==> config.mk <==
export PLATFORM = sky130hd
export DESIGN_NAME = ps_packet_injector_flat
export DESIGN_NICKNAME = d
export VERILOG_FILES = /design/src/rtl/ps_packet_injector_if.sv /design/src/rtl/ps_packet_injector.sv /design/src/flat_wrapper.sv
export SDC_FILE = /design/constraint.sdc
export NUM_CORES = 1
export LEC_CHECK = 0
export ABC_AREA = 0
export BUFFER_PORTS_ARGS = -buffer_cell sky130_fd_sc_hd__buf_2
export CORE_ASPECT_RATIO = 1.2
export CORE_MARGIN = 5
export CORE_UTILIZATION = 50
export DETAILED_ROUTE_END_ITERATION = 16
export HOLD_SLACK_MARGIN = 0.15
export PLACE_DENSITY = 0.7
export SLEW_MARGIN = 10
export SYNTH_ARGS = -nofsm -noshare
export SYNTH_HDL_FRONTEND = slang
export SYNTH_SLANG_ARGS = --single-unit
==> constraint.sdc <==
create_clock -name CLK -period 4.3 [get_ports CLK]
set_input_delay 0.43 -clock CLK [delete_from_list [all_inputs] [get_ports CLK]]
set_output_delay 0.43 -clock CLK [all_outputs]
set_load 0.01 [all_outputs]
==> src/rtl/ps_packet_injector_if.sv <==
// Packet-source bus: host write port, PS-stage request/acknowledge channel and status.
// The injector drives through the master modport; host and stage use the slave view.
interface ps_packet_injector_if;
  logic        wr_en;
  logic [10:0] wr_cg;
  logic [6:0]  wr_dest;
  logic [33:0] wr_data;
  logic        full;
  logic [51:0] PACKET_OUT;
  logic        Send_out;
  logic        Ack_in;
  logic        busy;
  logic [15:0] sent_count;
  logic        ovf;
  logic        err;

  modport master (
    input  wr_en, wr_cg, wr_dest, wr_data, Ack_in,
    output full, PACKET_OUT, Send_out, busy, sent_count, ovf, err
  );

  modport slave (
    output wr_en, wr_cg, wr_dest, wr_data, Ack_in,
    input  full, PACKET_OUT, Send_out, busy, sent_count, ovf, err
  );
endinterface

==> src/rtl/ps_packet_injector.sv <==
// Packet injector: a small FIFO of 52-bit packets feeding one four-phase
// return-to-zero handshake per packet toward the program-store stage.
// Ack_in is asynchronous and is only ever looked at after a 2-flop synchronizer.
module ps_packet_injector #(
  parameter int DEPTH   = 4,
  parameter int TIMEOUT = 1023
) (
  input logic                  CLK,
  input logic                  MR,
  ps_packet_injector_if.master bus
);

  localparam int PTR_W  = (DEPTH > 1) ? $clog2(DEPTH) : 1;
  localparam int CNT_W  = PTR_W + 1;
  localparam int WAIT_W = $clog2(TIMEOUT + 1);

  typedef enum logic [1:0] {
    S_IDLE  = 2'd0,
    S_SETUP = 2'd1,
    S_REQ   = 2'd2,
    S_REL   = 2'd3
  } state_t;

  logic [51:0]       mem_q [DEPTH];
  logic [PTR_W-1:0]  wr_ptr_q, rd_ptr_q;
  logic [CNT_W-1:0]  count_q;
  state_t            state_q;
  logic [51:0]       pkt_q;
  logic              send_q;
  logic [15:0]       sent_q;
  logic              ovf_q;
  logic              err_q;
  logic [WAIT_W-1:0] wait_q;
  logic              ack_meta_q, ack_s_q;

  logic full_d, empty_d, push_d, pop_d;

  // Push/pop decisions; a write while full is dropped even if a pop frees a slot this cycle.
  always_comb begin
    full_d  = (count_q == CNT_W'(DEPTH));
    empty_d = (count_q == '0);
    push_d  = bus.wr_en & ~full_d;
    pop_d   = (state_q == S_IDLE) & ~empty_d & ~ack_s_q;
  end

  // Two-flop synchronizer for the stage's acknowledge.
  always_ff @(posedge CLK) begin
    if (MR) begin
      ack_meta_q <= 1'b0;
      ack_s_q    <= 1'b0;
    end else begin
      ack_meta_q <= bus.Ack_in;
      ack_s_q    <= ack_meta_q;
    end
  end

  // FIFO storage write port; contents need no reset since count gates every read.
  always_ff @(posedge CLK) begin
    if (push_d) begin
      mem_q[wr_ptr_q] <= {bus.wr_cg, bus.wr_dest, bus.wr_data};
    end
  end

  // FIFO pointers and occupancy; simultaneous push and pop leaves the count unchanged.
  always_ff @(posedge CLK) begin
    if (MR) begin
      wr_ptr_q <= '0;
      rd_ptr_q <= '0;
      count_q  <= '0;
    end else begin
      if (push_d) wr_ptr_q <= wr_ptr_q + PTR_W'(1);
      if (pop_d)  rd_ptr_q <= rd_ptr_q + PTR_W'(1);
      case ({push_d, pop_d})
        2'b10:   count_q <= count_q + CNT_W'(1);
        2'b01:   count_q <= count_q - CNT_W'(1);
        default: count_q <= count_q;
      endcase
    end
  end

  // Sticky overflow flag for writes attempted while full.
  always_ff @(posedge CLK) begin
    if (MR) begin
      ovf_q <= 1'b0;
    end else if (bus.wr_en && full_d) begin
      ovf_q <= 1'b1;
    end
  end

  // Handshake FSM with registered packet/request outputs and the saturating wait timer.
  always_ff @(posedge CLK) begin
    if (MR) begin
      state_q <= S_IDLE;
      pkt_q   <= '0;
      send_q  <= 1'b0;
      sent_q  <= '0;
      err_q   <= 1'b0;
      wait_q  <= '0;
    end else begin
      case (state_q)
        S_IDLE: begin
          if (pop_d) begin
            pkt_q   <= mem_q[rd_ptr_q];
            state_q <= S_SETUP;
          end
        end
        S_SETUP: begin
          // Packet has had a full cycle on the wires before the request rises.
          send_q  <= 1'b1;
          wait_q  <= '0;
          state_q <= S_REQ;
        end
        S_REQ: begin
          if (ack_s_q) begin
            send_q  <= 1'b0;
            wait_q  <= '0;
            state_q <= S_REL;
          end else if (wait_q != WAIT_W'(TIMEOUT)) begin
            wait_q <= wait_q + WAIT_W'(1);
            if (wait_q == WAIT_W'(TIMEOUT - 1)) err_q <= 1'b1;
          end
        end
        S_REL: begin
          if (!ack_s_q) begin
            sent_q  <= sent_q + 16'd1;
            state_q <= S_IDLE;
          end else if (wait_q != WAIT_W'(TIMEOUT)) begin
            wait_q <= wait_q + WAIT_W'(1);
            if (wait_q == WAIT_W'(TIMEOUT - 1)) err_q <= 1'b1;
          end
        end
        default: state_q <= S_IDLE;
      endcase
    end
  end

  assign bus.full       = full_d;
  assign bus.PACKET_OUT = pkt_q;
  assign bus.Send_out   = send_q;
  assign bus.busy       = (state_q != S_IDLE) | ~empty_d;
  assign bus.sent_count = sent_q;
  assign bus.ovf        = ovf_q;
  assign bus.err        = err_q;

endmodule

==> src/flat_wrapper.sv <==
// flat-port wrapper written by rule: the top's interface ports become plain ports
module ps_packet_injector_flat 
#(
  parameter int DEPTH   = 4,
  parameter int TIMEOUT = 1023
)
  (CLK, MR, bus_wr_en, bus_wr_cg, bus_wr_dest, bus_wr_data, bus_Ack_in, bus_full, bus_PACKET_OUT, bus_Send_out, bus_busy, bus_sent_count, bus_ovf, bus_err);
  ps_packet_injector_if bus_i ();
  input logic CLK;
  input logic MR;
  input wire logic [$bits(bus_i.wr_en)-1:0] bus_wr_en;
  input wire logic [$bits(bus_i.wr_cg)-1:0] bus_wr_cg;
  input wire logic [$bits(bus_i.wr_dest)-1:0] bus_wr_dest;
  input wire logic [$bits(bus_i.wr_data)-1:0] bus_wr_data;
  input wire logic [$bits(bus_i.Ack_in)-1:0] bus_Ack_in;
  output wire logic [$bits(bus_i.full)-1:0] bus_full;
  output wire logic [$bits(bus_i.PACKET_OUT)-1:0] bus_PACKET_OUT;
  output wire logic [$bits(bus_i.Send_out)-1:0] bus_Send_out;
  output wire logic [$bits(bus_i.busy)-1:0] bus_busy;
  output wire logic [$bits(bus_i.sent_count)-1:0] bus_sent_count;
  output wire logic [$bits(bus_i.ovf)-1:0] bus_ovf;
  output wire logic [$bits(bus_i.err)-1:0] bus_err;
  assign bus_i.wr_en = bus_wr_en;
  assign bus_i.wr_cg = bus_wr_cg;
  assign bus_i.wr_dest = bus_wr_dest;
  assign bus_i.wr_data = bus_wr_data;
  assign bus_i.Ack_in = bus_Ack_in;
  assign bus_full = bus_i.full;
  assign bus_PACKET_OUT = bus_i.PACKET_OUT;
  assign bus_Send_out = bus_i.Send_out;
  assign bus_busy = bus_i.busy;
  assign bus_sent_count = bus_i.sent_count;
  assign bus_ovf = bus_i.ovf;
  assign bus_err = bus_i.err;
  ps_packet_injector #(.DEPTH(DEPTH), .TIMEOUT(TIMEOUT)) u_core (.CLK(CLK), .MR(MR), .bus(bus_i));
endmodule
==> summary.txt <==
Pwr
  • Pwr/cell area: 591 nW/um^2
  • Maximum vdd drop: 406 uV
  • Total power draw: 8.06 mW
  • P_leak: 4.84 nW

Placed design
  • RD Place Congestion: 0.786
  • DP Area: 12,200 um^2
  • HPWL Detailed: 12,800 um
  • Worst slack, placed: 1.56 ns
  • Port Buffers: 128

STA
  • Max Clk Rate: 363 MHz
  • RSZ-0062 raised after global routing: no
  • Slew headroom: 29.7%
  • PnR worst setup slack: 1.54 ns
  • TNS Setup: 0 ns
  • Period utilization: 64.1%
  • Finish-stage setup viols: 0
  • Layout Skew: 0.0150 ns
  • Worst-margin pin slew: 1.05 ns
  • Fin. Hold Viols: 0
  • Slew Viols, Final: 0
  • WHS: 0.223 ns
  • Final min period: 2.76 ns

Layout
  • Finished Cell Area: 13,600 um^2
  • Final layout net count: 987
  • Fraction of layout cells with a size suffix above 1: 26.3%
  • Most frequent cells in the layout: edfxtp_1 (208), buf_2 (127), nand2_1 (112), dfxtp_1 (90), a21oi_1 (68)
  • Area growth syn-to-layout: 20.9%
  • Commonest non-fill, non-tap cell in the layout: edfxtp_1

Critical path
  • Reg2Reg Depth: 11
  • CP Buf/Inv Count: 4
  • Crit path depth: 11
  • Reg2reg end: u_core.count_q[2]
  • CP endpoint: u_core.count_q[2]
  • R2R Setup Slk: 1.54 ns
  • CP most frequent cell: inv_1
  • Setup CP Type: flip-flop to flip-flop
  • Crit-path slowest cell: or3_2
  • Crit-path max FO: 10
  • CP peak stage delay: 0.48 ns
  • CP delay by family, top: adder cells
  • CP endpoint kind: flip-flop
  • FF-to-FF Start: u_core.state_q[0]
  • Critical path origin: u_core.state_q[0]
  • Crit-path cells: inv_1 -> ha_1 -> inv_1 -> or3_2 -> inv_2 -> ha_1 -> inv_1 -> fa_1 -> xor2_1 -> or3_1 -> a21oi_1
  • WP data required: 4.75 ns
  • CP arrival: 3.20 ns
  • Startpoint class of the critical path: flip-flop

Route
  • DR DRC count: 0
  • Number of DRC markers in iteration 0: 433
  • Total Wirelength: 22,700 um
  • DR WL/cell: 18.6 um
  • Via-per-instance ratio: 5.41
  • Drt first pass iters: 5
  • Detail Route Antenna Nets: 0
  • DR vias: 6,596

GRT
  • First-pass GRT wire length: 36,900 um
  • Initial antenna violation count: 2
  • Residual overflow from global routing: 0
  • Overall routing resource usage: 17.8%
  • Vias in the first global route: 6,872
  • Largest net degree at the start of global routing: 85

CTS
  • Clock transition at path regs: 0.06 ns
  • Maximum buffer depth of the clock tree: 3
  • CTS root buffer: clkbuf_16
  • CTS tree: done
  • Clk sinks: 300
  • CTS-repair resized insts: 0
  • H-tree Lvls: 1
  • Cts bufs inserted: 28
  • Clock Latency Late Sink: 0.53 ns

Run
  • Maximum Capacitance Violations: 0

Floorplanning
  • Core area: 22,300 um^2
  • Starting Density: 50.6%
  • Die H: 174 um
  • Top Ports: 129
  • Row count: 60
  • Die X: 147 um
  • Die area: 25,700 um^2

Synthesis
  • Part of the Yosys area used for sequential elements: 71.7%
  • Cells after Synth: 732
  • Post-synthesis cell type count: 50
  • Post-synth design cell area: 11,300 um^2
  • Syn_area_per_cell: 15.4 um^2
  • Syn Nets: 802
  • Yosys reg bits: 300
  • Syn. warnings: 0
  • Asr flop ratio synth: 0%
  • Main synth FF type: edfxtp_1
  • Post-synth EDFFs: 208

Hold path
  • Worst hold start: bus_wr_en
  • Hold crit path type: input port to flip-flop

Outcome
  • Status: complete, no violations
[cell type report]
class / instances / area, um^2
Clock buffer: 39 / 783
Inverter: 18 / 67.6
Clock inverter: 13 / 116
Sequential cell: 300 / 8090
Tap cell: 279 / 349
Antenna cell: 2 / 5.00
Multi-Input combinational cell: 378 / 2970
Fill cell: 1671 / 8660
Timing Repair Buffer: 191 / 1250
[worst reg2reg max path: stages (launching register included)]
cell,delay (ns)
dfxtp_1,0.34
inv_1,0.11
ha_1,0.35
inv_1,0.09
or3_2,0.48
inv_2,0.08
ha_1,0.18
inv_1,0.06
fa_1,0.37
xor2_1,0.15
or3_1,0.31
a21oi_1,0.16
[sequential cells by signal, summed over array words and instances (netlist names)]
| register | flops |
|---|---|
| u_core.mem_q | 208 |
| u_core.bus.PACKET_OUT | 52 |
| u_core.bus.sent_count | 16 |
| u_core.wait_q | 10 |
| u_core.count_q | 3 |
| u_core.rd_ptr_q | 2 |
| u_core.state_q | 2 |
| u_core.wr_ptr_q | 2 |
| u_core.ack_meta_q | 1 |
| u_core.ack_s_q | 1 |
| u_core.bus.Send_out | 1 |
| u_core.bus.err | 1 |
| u_core.bus.ovf | 1 |
[synthesized netlist by cell type (all sizes together) (6+ instances only)]
cell type	n	share of area [%]
a21oi	68	3.0
and3	8	0.44
buf	16	0.69
clkbuf	20	0.67
dfxtp	92	16
edfxtp	208	55
ha	13	1.4
inv	18	0.60
mux4	52	10
nand2	112	3.7
nand3	10	0.44
nand4	7	0.44
nor2	27	0.90
o21ai	8	0.36
or3	9	0.55
xnor2	10	0.78
xor2	6	0.47
[cells by family after synthesis]
group                    after synthesis  share of synthesized area (%)
flip-flops                           300                           71.7
adder cells (fa/ha/maj)               14                           1.62
multiplexers                          54                           10.6
AND/OR/NAND/NOR                      202                           8.38
buffers and inverters                 54                           1.95
AO/OA/AOI/OAI                         92                           4.51
XOR/XNOR                              16                           1.24
[how the worst min path moves through the flow]
stage / end / depth (start not counted)
3_5_place_dp: u_core.bus.PACKET_OUT[13] / 2
5_1_grt: u_core.bus.ovf / 3
6_report: u_core.bus.ovf / 3
4_1_cts: u_core.bus.ovf / 3
2_1_floorplan: u_core.ack_s_q / 1
3_3_place_gp: u_core.bus.PACKET_OUT[33] / 2
[metal layers]
metal	GRT usage, %	share of wire (%)
met5	0	0
met4	3.85	1.7
met3	3.34	5.7
met2	30.8	50
met1	23.8	42
[through the flow]
| stage | cells | utilization (%) |
|---|---|---|
| 2_1_floorplan | 732 | - |
| 3_3_place_gp | 1113 | 54.7 |
| 3_5_place_dp | 1113 | 54.7 |
| 4_1_cts | 1218 | 61.1 |
| 5_1_grt | 1220 | 61.2 |
| 6_report | 1220 | 61.2 |
[power by group]
| part | leakage (nW) | switching [mW] | internal (mW) |
|---|---|---|---|
| clock | 0.436 | 1.00 | 1.39 |
| sequential | 2.66 | 0.242 | 3.58 |
| combinational | 1.75 | 1.09 | 0.756 |
[what timing repair did]
| action | in CTS | in global routing |
|---|---|---|
| hold buffers | 53 | 0 |
| setup endpoints to repair | 0 | 0 |
| setup buffers | 0 | 0 |
| hold endpoints to repair | 209 | 0 |
Note: power is estimated with default switching activity, not from simulation.
